`src/rtl/multicycle_control_fsm_pkg.sv`:
```
// Shared types and encodings for the multicycle control FSM.
// Holds the state enum, mux select codes and op-class constants.
package ctrl_pkg;

   typedef enum logic [3:0] {
      S_FETCH    = 4'd0,
      S_DECODE   = 4'd1,
      S_MEMADR   = 4'd2,
      S_MEMREAD  = 4'd3,
      S_MEMWB    = 4'd4,
      S_MEMWRITE = 4'd5,
      S_EXECUTER = 4'd6,
      S_EXECUTEI = 4'd7,
      S_ALUWB    = 4'd8,
      S_BRANCH   = 4'd9,
      S_HALT     = 4'd10
   } state_t;

   localparam logic [1:0] SRCB_REG  = 2'b00;
   localparam logic [1:0] SRCB_IMM  = 2'b01;
   localparam logic [1:0] SRCB_FOUR = 2'b10;

   localparam logic [1:0] RES_ALUOUT = 2'b00;
   localparam logic [1:0] RES_DATA   = 2'b01;
   localparam logic [1:0] RES_ALU    = 2'b10;

   localparam logic [1:0] OP_DP  = 2'b00;
   localparam logic [1:0] OP_MEM = 2'b01;
   localparam logic [1:0] OP_BR  = 2'b10;
   localparam logic [1:0] OP_ILL = 2'b11;

   localparam logic [3:0] RD_PC = 4'd15;

   // States that stall on MemReady and feed the wait timer.
   function automatic logic is_wait_state(state_t s);
      return s inside {S_FETCH, S_MEMREAD, S_MEMWRITE};
   endfunction

endpackage

```
`src/rtl/multicycle_control_fsm_if.sv`:
```
// Controller <-> datapath bundle: IR fields and status in, strobes out.
// master = controller side, slave = datapath side.
interface multicycle_control_fsm_if;

   logic [1:0] Op;
   logic [5:0] Funct;
   logic [3:0] Rd;
   logic       CondEx;
   logic       MemReady;

   logic       PCEn;
   logic       PCSrc;
   logic       IRWrite;
   logic       AdrSrc;
   logic       MemW;
   logic       RegW;
   logic       ALUSrcA;
   logic [1:0] ALUSrcB;
   logic [1:0] ResultSrc;
   logic       ALUOp;
   logic       IllegalOp;
   logic       BusError;
   logic       InstrDone;

   modport master (
      input  Op, Funct, Rd, CondEx, MemReady,
      output PCEn, PCSrc, IRWrite, AdrSrc, MemW, RegW,
      output ALUSrcA, ALUSrcB, ResultSrc, ALUOp,
      output IllegalOp, BusError, InstrDone
   );

   modport slave (
      output Op, Funct, Rd, CondEx, MemReady,
      input  PCEn, PCSrc, IRWrite, AdrSrc, MemW, RegW,
      input  ALUSrcA, ALUSrcB, ResultSrc, ALUOp,
      input  IllegalOp, BusError, InstrDone
   );

endinterface

```
`src/rtl/multicycle_control_fsm_wait_timer.sv`:
```
// Saturating 8-bit MemReady wait counter with terminal-count flag.
// Ports: CLK, Reset, wait_en (stalled this cycle), clr, tc.
module ctrl_wait_timer #(
   parameter int unsigned MAX = 15
) (
   input  logic CLK,
   input  logic Reset,
   input  logic wait_en,
   input  logic clr,
   output logic tc
);

   logic [7:0] cnt;

   always_ff @(posedge CLK or posedge Reset) begin
      if (Reset)
         cnt <= '0;
      else if (clr)
         cnt <= '0;
      else if (wait_en && cnt != 8'hFF)
         cnt <= cnt + 8'd1;
   end

   // Flags the stall cycle that would bring the count up to MAX,
   // so the controller can leave for HALT on that same edge.
   assign tc = wait_en && (({1'b0, cnt} + 9'd1) == 9'(MAX));

endmodule

```
`src/rtl/multicycle_control_fsm.sv`:
```
// Multicycle core sequencer: fetch/decode/execute/mem/writeback control.
// Ports: CLK, Reset (async, high), bus (master modport of the ctrl bundle).
module multicycle_control_fsm
   import ctrl_pkg::*;
#(
   parameter int unsigned FETCH_WAIT_MAX = 15
) (
   input  logic                         CLK,
   input  logic                         Reset,
   multicycle_control_fsm_if.master     bus
);

   state_t state;
   state_t next;

   logic ready;
   logic wait_en;
   logic tc;
   logic bus_err;

   logic       pc_en;
   logic       pc_src;
   logic       ir_write;
   logic       adr_src;
   logic       mem_w;
   logic       reg_w;
   logic       src_a;
   logic [1:0] src_b;
   logic [1:0] res_src;
   logic       alu_op;
   logic       illegal;
   logic       wb_cond;

   logic unused_funct;
   assign unused_funct = ^bus.Funct[2:1];

   assign ready   = bus.MemReady;
   assign wait_en = is_wait_state(state) && !ready;

   ctrl_wait_timer #(
      .MAX (FETCH_WAIT_MAX)
   ) u_wait (
      .CLK     (CLK),
      .Reset   (Reset),
      .wait_en (wait_en),
      .clr     (ready || (next != state)),
      .tc      (tc)
   );

   always_ff @(posedge CLK or posedge Reset) begin
      if (Reset) begin
         state   <= S_FETCH;
         bus_err <= 1'b0;
      end else begin
         state <= next;
         if (tc)
            bus_err <= 1'b1;
      end
   end

   always_comb begin
      next = state;
      case (state)
         S_FETCH: begin
            if (tc)
               next = S_HALT;
            else if (ready)
               next = S_DECODE;
         end
         S_DECODE: begin
            case (bus.Op)
               OP_DP:   next = bus.Funct[5] ? S_EXECUTEI : S_EXECUTER;
               OP_MEM:  next = S_MEMADR;
               OP_BR:   next = S_BRANCH;
               default: next = S_FETCH;
            endcase
         end
         S_MEMADR:
            next = bus.Funct[0] ? S_MEMREAD : S_MEMWRITE;
         S_MEMREAD: begin
            if (tc)
               next = S_HALT;
            else if (ready)
               next = S_MEMWB;
         end
         S_MEMWRITE: begin
            if (tc)
               next = S_HALT;
            else if (ready)
               next = S_FETCH;
         end
         S_EXECUTER, S_EXECUTEI:
            next = S_ALUWB;
         S_MEMWB, S_ALUWB, S_BRANCH:
            next = S_FETCH;
         S_HALT:
            next = S_HALT;
         default:
            next = S_FETCH;
      endcase
   end

   always_comb begin
      pc_en    = 1'b0;
      pc_src   = 1'b0;
      ir_write = 1'b0;
      adr_src  = 1'b0;
      mem_w    = 1'b0;
      reg_w    = 1'b0;
      src_a    = 1'b0;
      src_b    = SRCB_REG;
      res_src  = RES_ALUOUT;
      alu_op   = 1'b0;
      illegal  = 1'b0;
      wb_cond  = 1'b0;
      case (state)
         S_FETCH: begin
            src_a    = 1'b1;
            src_b    = SRCB_FOUR;
            res_src  = RES_ALU;
            ir_write = ready;
            pc_en    = ready;
         end
         S_DECODE: begin
            src_a   = 1'b1;
            src_b   = SRCB_FOUR;
            res_src = RES_ALU;
            illegal = (bus.Op == OP_ILL);
         end
         S_MEMADR: begin
            src_b = SRCB_IMM;
         end
         S_MEMREAD: begin
            adr_src = 1'b1;
         end
         S_MEMWRITE: begin
            adr_src = 1'b1;
            mem_w   = bus.CondEx;
         end
         S_MEMWB: begin
            res_src = RES_DATA;
            wb_cond = bus.CondEx;
         end
         S_EXECUTER: begin
            alu_op = 1'b1;
         end
         S_EXECUTEI: begin
            src_b  = SRCB_IMM;
            alu_op = 1'b1;
         end
         S_ALUWB: begin
            // cmd 10xx are compare/test ops: flags only, no write.
            wb_cond = bus.CondEx && (bus.Funct[4:3] != 2'b10);
         end
         S_BRANCH: begin
            src_b   = SRCB_IMM;
            res_src = RES_ALU;
            pc_en   = bus.CondEx;
            pc_src  = bus.CondEx;
         end
         default: begin
         end
      endcase
      // A write to r15 is redirected into the PC through Result.
      if (wb_cond && bus.Rd == RD_PC) begin
         pc_en  = 1'b1;
         pc_src = 1'b1;
      end else if (wb_cond) begin
         reg_w = 1'b1;
      end
   end

   assign bus.PCEn      = pc_en && !Reset;
   assign bus.PCSrc     = pc_src && !Reset;
   assign bus.IRWrite   = ir_write && !Reset;
   assign bus.AdrSrc    = adr_src;
   assign bus.MemW      = mem_w && !Reset;
   assign bus.RegW      = reg_w && !Reset;
   assign bus.ALUSrcA   = src_a;
   assign bus.ALUSrcB   = src_b;
   assign bus.ResultSrc = res_src;
   assign bus.ALUOp     = alu_op;
   assign bus.IllegalOp = illegal && !Reset;
   assign bus.BusError  = bus_err;
   assign bus.InstrDone = (state != S_FETCH) && (next == S_FETCH) && !Reset;

endmodule

```
`src/flat_wrapper.sv`:
```
// flat-port wrapper written by rule: the top's interface ports become plain ports
module multicycle_control_fsm_flat import ctrl_pkg::*;
#(
   parameter int unsigned FETCH_WAIT_MAX = 15
)
  (CLK, Reset, bus_Op, bus_Funct, bus_Rd, bus_CondEx, bus_MemReady, bus_PCEn, bus_PCSrc, bus_IRWrite, bus_AdrSrc, bus_MemW, bus_RegW, bus_ALUSrcA, bus_ALUSrcB, bus_ResultSrc, bus_ALUOp, bus_IllegalOp, bus_BusError, bus_InstrDone);
  multicycle_control_fsm_if bus_i ();
  input  logic CLK;
  input  logic Reset;
  input wire logic [$bits(bus_i.Op)-1:0] bus_Op;
  input wire logic [$bits(bus_i.Funct)-1:0] bus_Funct;
  input wire logic [$bits(bus_i.Rd)-1:0] bus_Rd;
  input wire logic [$bits(bus_i.CondEx)-1:0] bus_CondEx;
  input wire logic [$bits(bus_i.MemReady)-1:0] bus_MemReady;
  output wire logic [$bits(bus_i.PCEn)-1:0] bus_PCEn;
  output wire logic [$bits(bus_i.PCSrc)-1:0] bus_PCSrc;
  output wire logic [$bits(bus_i.IRWrite)-1:0] bus_IRWrite;
  output wire logic [$bits(bus_i.AdrSrc)-1:0] bus_AdrSrc;
  output wire logic [$bits(bus_i.MemW)-1:0] bus_MemW;
  output wire logic [$bits(bus_i.RegW)-1:0] bus_RegW;
  output wire logic [$bits(bus_i.ALUSrcA)-1:0] bus_ALUSrcA;
  output wire logic [$bits(bus_i.ALUSrcB)-1:0] bus_ALUSrcB;
  output wire logic [$bits(bus_i.ResultSrc)-1:0] bus_ResultSrc;
  output wire logic [$bits(bus_i.ALUOp)-1:0] bus_ALUOp;
  output wire logic [$bits(bus_i.IllegalOp)-1:0] bus_IllegalOp;
  output wire logic [$bits(bus_i.BusError)-1:0] bus_BusError;
  output wire logic [$bits(bus_i.InstrDone)-1:0] bus_InstrDone;
  assign bus_i.Op = bus_Op;
  assign bus_i.Funct = bus_Funct;
  assign bus_i.Rd = bus_Rd;
  assign bus_i.CondEx = bus_CondEx;
  assign bus_i.MemReady = bus_MemReady;
  assign bus_PCEn = bus_i.PCEn;
  assign bus_PCSrc = bus_i.PCSrc;
  assign bus_IRWrite = bus_i.IRWrite;
  assign bus_AdrSrc = bus_i.AdrSrc;
  assign bus_MemW = bus_i.MemW;
  assign bus_RegW = bus_i.RegW;
  assign bus_ALUSrcA = bus_i.ALUSrcA;
  assign bus_ALUSrcB = bus_i.ALUSrcB;
  assign bus_ResultSrc = bus_i.ResultSrc;
  assign bus_ALUOp = bus_i.ALUOp;
  assign bus_IllegalOp = bus_i.IllegalOp;
  assign bus_BusError = bus_i.BusError;
  assign bus_InstrDone = bus_i.InstrDone;
  multicycle_control_fsm #(.FETCH_WAIT_MAX(FETCH_WAIT_MAX)) u_core (.CLK(CLK), .Reset(Reset), .bus(bus_i));
endmodule
```
`config.mk`:
```
export PLATFORM = sky130hd
export DESIGN_NAME = multicycle_control_fsm_flat
export DESIGN_NICKNAME = d
export VERILOG_FILES = /design/src/rtl/multicycle_control_fsm_pkg.sv /design/src/rtl/multicycle_control_fsm_if.sv /design/src/rtl/multicycle_control_fsm_wait_timer.sv /design/src/rtl/multicycle_control_fsm.sv /design/src/flat_wrapper.sv
export SDC_FILE = /design/constraint.sdc
export NUM_CORES = 1
export LEC_CHECK = 0
export CORE_MARGIN = 5
export CORE_UTILIZATION = 40
export CTS_CLUSTER_DIAMETER = 150
export CTS_CLUSTER_SIZE = 10
export DETAILED_ROUTE_END_ITERATION = 8
export PLACE_DENSITY = 0.65
export SLEW_MARGIN = 20
export SYNTH_ARGS = -nofsm -noshare
export SYNTH_HDL_FRONTEND = slang
export SYNTH_SLANG_ARGS = --single-unit
```
`constraint.sdc`:
```
create_clock -name CLK -period 3.2 [get_ports CLK]
set_clock_uncertainty 0.05 [all_clocks]
set_input_delay 0.64 -clock CLK [delete_from_list [all_inputs] [get_ports CLK]]
set_output_delay 0.64 -clock CLK [all_outputs]
set_load 0.005 [all_outputs]
```
; ---- Word level (Yosys, flattened, before mapping)
; Cells that the tools add are included.
[word_totals]
output_inout_bits = 15
wordCells = 77
input_bits = 16
register_bits = 13
[op_classes]
n_reduce_logical = 27
eq_ne = 18
mux = 27
add_sub_neg = 2
[ops]
columns = cell, count
row1 = $pmux W4 S7, 1
row2 = $mux W4, 6
row3 = $eq A4 B3 Y1 const B, 4
row4 = $eq A4 B4 Y1 const B, 4
row5 = $mux W8, 2
row6 = $logic_and A1 B1 Y1, 13
row7 = $mux W1, 12
row8 = $pmux W4 S3, 1
row9 = $add A8 B1 Y9 const B, 1
row10 = $eq A9 B4 Y1 const B, 1
row11 = $add A8 B1 Y8 const B, 1
row12 = $eq A4 B2 Y1 const B, 2
row13 = $logic_not A4 Y1, 2
row14 = $ne A8 B8 Y1 const B, 1
row15 = $pmux W2 S2, 2
row16 = $reduce_or A2 Y1, 3
row17 = $reduce_or A3 Y1, 2
row18 = $eq A2 B2 Y1 const B, 2
row19 = $eq A4 B1 Y1 const B, 1
row20 = $ne A4 B4 Y1, 1
row21 = $pmux W1 S2, 2
row22 = $reduce_bool A4 Y1, 1
row23 = $mux W3, 1
row24 = $reduce_bool A3 Y1, 1
row25 = other kinds (6), 7

; ---- Longest topological paths before layout
[logic_depth]
word_depth = 9
depth_mapped = 8

; ---- Hierarchy
; A second synthesis with hierarchy kept.
[unflattened]
cells_unflattened = 155
hier_area_um2 = 1183.6
[by_module_without_submodules]
columns = mod, cells_per_inst, area_per_inst_um2, instances, seq_area_each_um2
row1 = multicycle_control_fsm, 101, 670.6, 1, 125.1
row2 = ctrl_wait_timer, 54, 513.0, 1, 200.2

; ---- Worst setup path after synthesis
; Ideal clock, no wire load.
[synth_path]
path_type = register to output
start = register u_core.u_wait.cnt[0]
end = output bus_InstrDone
n_path_buf = 1
arrival_time_ns = 1.808
setup_slack_ns = 0.702
path_stages_with_launch = 9
cell_sequence = dfrtp_1 > ha_1 > buf_2 > nor2b_1 > nand3_1 > mux2i_2 > nand3_2 > a31o_1 > nor3_2
[synth_between]
elab_chain_len = 8
elab_cells_between_ends = 10
[synth_rtl]
columns = item, line
row1 = from (decl), multicycle_control_fsm_wait_timer.sv:13  ; logic [7:0] cnt;
row2 = from (signal assigned), multicycle_control_fsm_wait_timer.sv:21  ; cnt <= cnt + 8'd1;
row3 = $add A8 B1 Y9 (*), multicycle_control_fsm_wait_timer.sv:26  ; assign tc = wait_en && (({1'b0, cnt} + 9'd1) == 9'(MAX));
row4 = $eq A9 B4 Y1 (*), multicycle_control_fsm_wait_timer.sv:26
row5 = $logic_and A1 B1 Y1 (*), multicycle_control_fsm_wait_timer.sv:26
row6 = "$mux W4, on equally long branches", "multicycle_control_fsm.sv:87, multicycle_control_fsm.sv:65, multicycle_control_fsm.sv:81"
row7 = $pmux W4 S7 (*), multicycle_control_fsm.sv:63  ; case (state)
row8 = via u_core.next[2], multicycle_control_fsm.sv:14  ; state_t next;
row9 = $logic_not A4 Y1 (*), multicycle_control_fsm.sv:185  ; assign bus.InstrDone = (state != S_FETCH) && (next == S_FETCH) && !Reset;
row10 = $logic_and A1 B1 Y1 (*) (2 in series), multicycle_control_fsm.sv:185
row11 = to (decl), flat_wrapper.sv:27  ; output wire logic [$bits(bus_i.InstrDone)-1:0] bus_InstrDone;
; Mark *: on every way through the listed nets, which the timed path passes. The rest lies on a longest branch.

; ---- Final worst setup path
[layout_path]
start = input bus_Funct[3]
end = output bus_PCEn
[layout_between]
elab_chain_len = 6
[layout_rtl]
columns = item, line
row1 = from (decl), flat_wrapper.sv:11  ; input wire logic [$bits(bus_i.Funct)-1:0] bus_Funct;
row2 = $ne A2 B2 Y1, multicycle_control_fsm.sv:153  ; wb_cond = bus.CondEx && (bus.Funct[4:3] != 2'b10);
row3 = $logic_and A1 B1 Y1, multicycle_control_fsm.sv:153
row4 = $pmux W1 S2, multicycle_control_fsm.sv:116  ; case (state)
row5 = $logic_and A1 B1 Y1, multicycle_control_fsm.sv:165  ; if (wb_cond && bus.Rd == RD_PC) begin
row6 = $mux W1, multicycle_control_fsm.sv:165
row7 = $logic_and A1 B1 Y1, multicycle_control_fsm.sv:173  ; assign bus.PCEn = pc_en && !Reset;
row8 = to (decl), flat_wrapper.sv:15  ; output wire logic [$bits(bus_i.PCEn)-1:0] bus_PCEn;
; Every way passes these cells.

==> results.json <==
{
  "antenna_found_initial": 0,
  "cp-start-kind": "input pin",
  "insertion_delay_ns": 0.27,
  "p_per_area_nw_per_um2": 664.1,
  "ios": 31,
  "yosysMostFrequentCell": "nand2_1",
  "grt_pass1_vias": 1322,
  "routabilityCongestion": 0.9026,
  "syn_avg_cell_area_um2": 7.893,
  "cts_root_buffer": "clkbuf_4",
  "rows": 20,
  "finalSetupViolations": 0,
  "n_antenna_cell": 0,
  "via_per_inst": 5.339,
  "peakVddDrop_mv": 0.4137,
  "critPathRequiredTime_ns": 2.51,
  "worst-endpoint-arrival_ns": 2.43,
  "fin_cells": 245,
  "netlist_top_cells_count": "nand2_1, nor3_1, dfrtp_1, nor2_1, nand2b_1",
  "p_sw_share_pct": 44.41,
  "ys_seq_elements": 13,
  "routed_wirelength_um": 3356,
  "fin_util_pct": 56.16,
  "critPathKind": "in2out",
  "track_usage_pct": 16.61,
  "final_max_slew_viol_count": 0,
  "clkPwrFrac_pct": 8.9,
  "grt_pass1_wl_um": 5775,
  "cts.path.max_buffers": 2,
  "drc": 0,
  "synth_async_sr_flop_share_pct": 100.0,
  "hold_depth": 1,
  "cts_tree": "yes",
  "grt-ovfl-total": 0,
  "drt_iter0_drc": 82,
  "synth.distinct_cells": 51,
  "synth_top_area_share_pct": 25.92,
  "slew_headroom_pct": 68.91,
  "comb_power_share_pct": 69.2,
  "end_kind": "primary output",
  "clk_pin_slew_ns": 0.08,
  "tightestPinTransition_ns": 0.4664,
  "period_share_pct": 97.58,
  "die_w_um": 66.01,
  "cp_max_fo": 2,
  "cap_violations": 0,
  "max_freq_mhz": 320.3,
  "synth_seq_area_share_pct": 25.92,
  "start_util_pct": 41.45,
  "holdWs_ns": 0.4251,
  "fin_crit_ns": 3.123,
  "final_hold_viol_count": 0,
  "p_seq_share_pct": 21.9,
  "syn_to_final_growth_pct": 35.49,
  "dieHeight_um": 66.01,
  "fin_nets": 220,
  "via_count": 1308,
  "synth-main-ff-cell": "dfrtp_1",
  "die_area_um2": 4357,
  "place_inst": 237,
  "yosys_warnings": 0,
  "p_int_uw": 627.7,
  "numCtsBuffers": 3,
  "ys_top_cells_by_area": "dfrtp_1, nor3_1, nand2_1, nand2b_1, nor2_1",
  "rsz0062_at_grt": "false",
  "first_pass_iters": 5,
  "grt_max_degree": 15,
  "p_switching_uw": 501.4,
  "core_region_area_um2": 3028,
  "synth_top_area_cell": "dfrtp_1",
  "holdCritPathClass": "reg2reg",
  "drive_gt1_share_pct": 18.91,
  "status": "finished, final reports clean",
  "p_leak_nw": 0.6791,
  "synth_edf_count": 0,
  "cts_sinks": 13,
  "htreeDepth": 1,
  "synth_nets": 177,
  "wire_per_inst_um": 13.70,
  "drt.antenna.violating_nets": 0,
  "syn_area_um2": 1255,
  "hpwl_um": 2710,
  "portBuffers": 28,
  "synth_cells": 159,
  "r2r_cells": 10
}
registers in the layout, summed over array words and instances, names as in the netlist:
register,cells
u_core.bus.BusError,1
u_core.state,4
u_core.u_wait.cnt,8
critical path, stage by stage:
cell and delay, ns:
clkdlybuf4s50_1 0.44, nand2b_1 0.09, nand3b_1 0.08, a211o_1 0.30
o22a_1 0.18, nor2_1 0.11, or2_1 0.11, clkdlybuf4s50_1 0.49
cells by family (layout without fill, tap and decap cells):
kind of cell	count (synthesis)	count (layout)	share of synthesized area (%)
compound gates	35	35	21.34
xor+xnor	7	7	4.885
fa+ha+maj	2	2	1.994
buf+inv	15	57	6.480
flops	13	13	25.92
mux	2	2	1.894
simple gates	85	85	37.49
what timing repair did:
action / CTS / global route
setup endpoints to repair: 1 / 1
hold buffers: 0 / 0
endpoints found under the hold margin: 0 / 0
resized for setup: 3 / 0
pin swaps: 2 / 1
buffers inserted: 3 / 1
final cells by class:
cell class              instances  area, µm²
inverters                       6      22.52
fillers                       301       1328
multi-input cells             131      850.8
well taps                      44      55.05
repair buffers                 47      420.4
flip-flops and latches         13      325.3
clock buffers                   4      26.28
worst paths after layout:
check | endpoint | slack (ns) | startpoint
min in group asynchronous | u_core.u_wait.cnt[2] | 0.74 | Reset
worst max register to register | u_core.u_wait.cnt[3] | 0.90 | u_core.state[3]
worst min register to register | u_core.bus.BusError | 0.43 | u_core.bus.BusError
worst min-delay path | u_core.bus.BusError | 0.43 | u_core.bus.BusError
worst max-delay path | bus_PCEn | 0.08 | bus_Funct[3]
max in group asynchronous | u_core.u_wait.cnt[5] | 2.19 | Reset
per-stage QoR:
step	instance area, µm²	worst slack, ns	total power [mW]	setup TNS [ns]
6_report	1700	0.07749	1.129	0
2_1_floorplan	1255	0.7021	0.7107	0
5_1_grt	1700	0.01065	1.231	0
3_5_place_dp	1644	-0.1894	1.010	-0.1894
4_1_cts	1693	0.03717	1.130	0
3_3_place_gp	1644	-0.1596	1.003	-0.1596
power groups by stage:
stage                     clock, mW  combinational (mW)  sequential [mW]
after global placement            0               0.755            0.248
after detailed placement          0               0.760            0.250
final                         0.101               0.781            0.247
after floorplan                   0               0.500            0.210
after global routing          0.116               0.858            0.257
after CTS                     0.106               0.777            0.247
per-layer routing:
| layer | share of wire (%) | vias to the layer above | track usage, % | routed length [µm] |
|---|---|---|---|---|
| met4 | 0 | 0 | 1.523 | 0 |
| met2 | 53 | 24 | 31.79 | 1770 |
| li1 | - | 653 | - | - |
| met5 | 0 | - | 0 | 0 |
| met1 | 44 | 631 | 18.98 | 1473 |
| met3 | 3.3 | 0 | 4.252 | 112 |
layout by cell type (no fill, tap or decap), types with 2 or more instances in the layout:
cell type | netlist | layout
a211o_1 | 2 | 2
a211oi_2 | 2 | 2
a21oi_1 | 6 | 6
buf_4 | 1 | 19
clkbuf_4 | 0 | 3
clkdlybuf4s50_1 | 0 | 26
dfrtp_1 | 13 | 13
dlygate4sd2_1 | 0 | 2
inv_1 | 6 | 6
nand2_1 | 17 | 17
nand2b_1 | 9 | 9
nand3_1 | 6 | 6
nand3b_1 | 2 | 2
nand4_1 | 4 | 4
nor2_1 | 12 | 12
nor2_2 | 3 | 3
nor2b_1 | 5 | 5
nor3_1 | 14 | 14
nor4b_1 | 2 | 2
o21a_1 | 2 | 2
o21ai_0 | 7 | 7
o22a_1 | 2 | 2
or2_1 | 2 | 2
xnor2_1 | 4 | 4
xor2_1 | 3 | 3
Note: power is estimated with default switching activity, not from simulation.
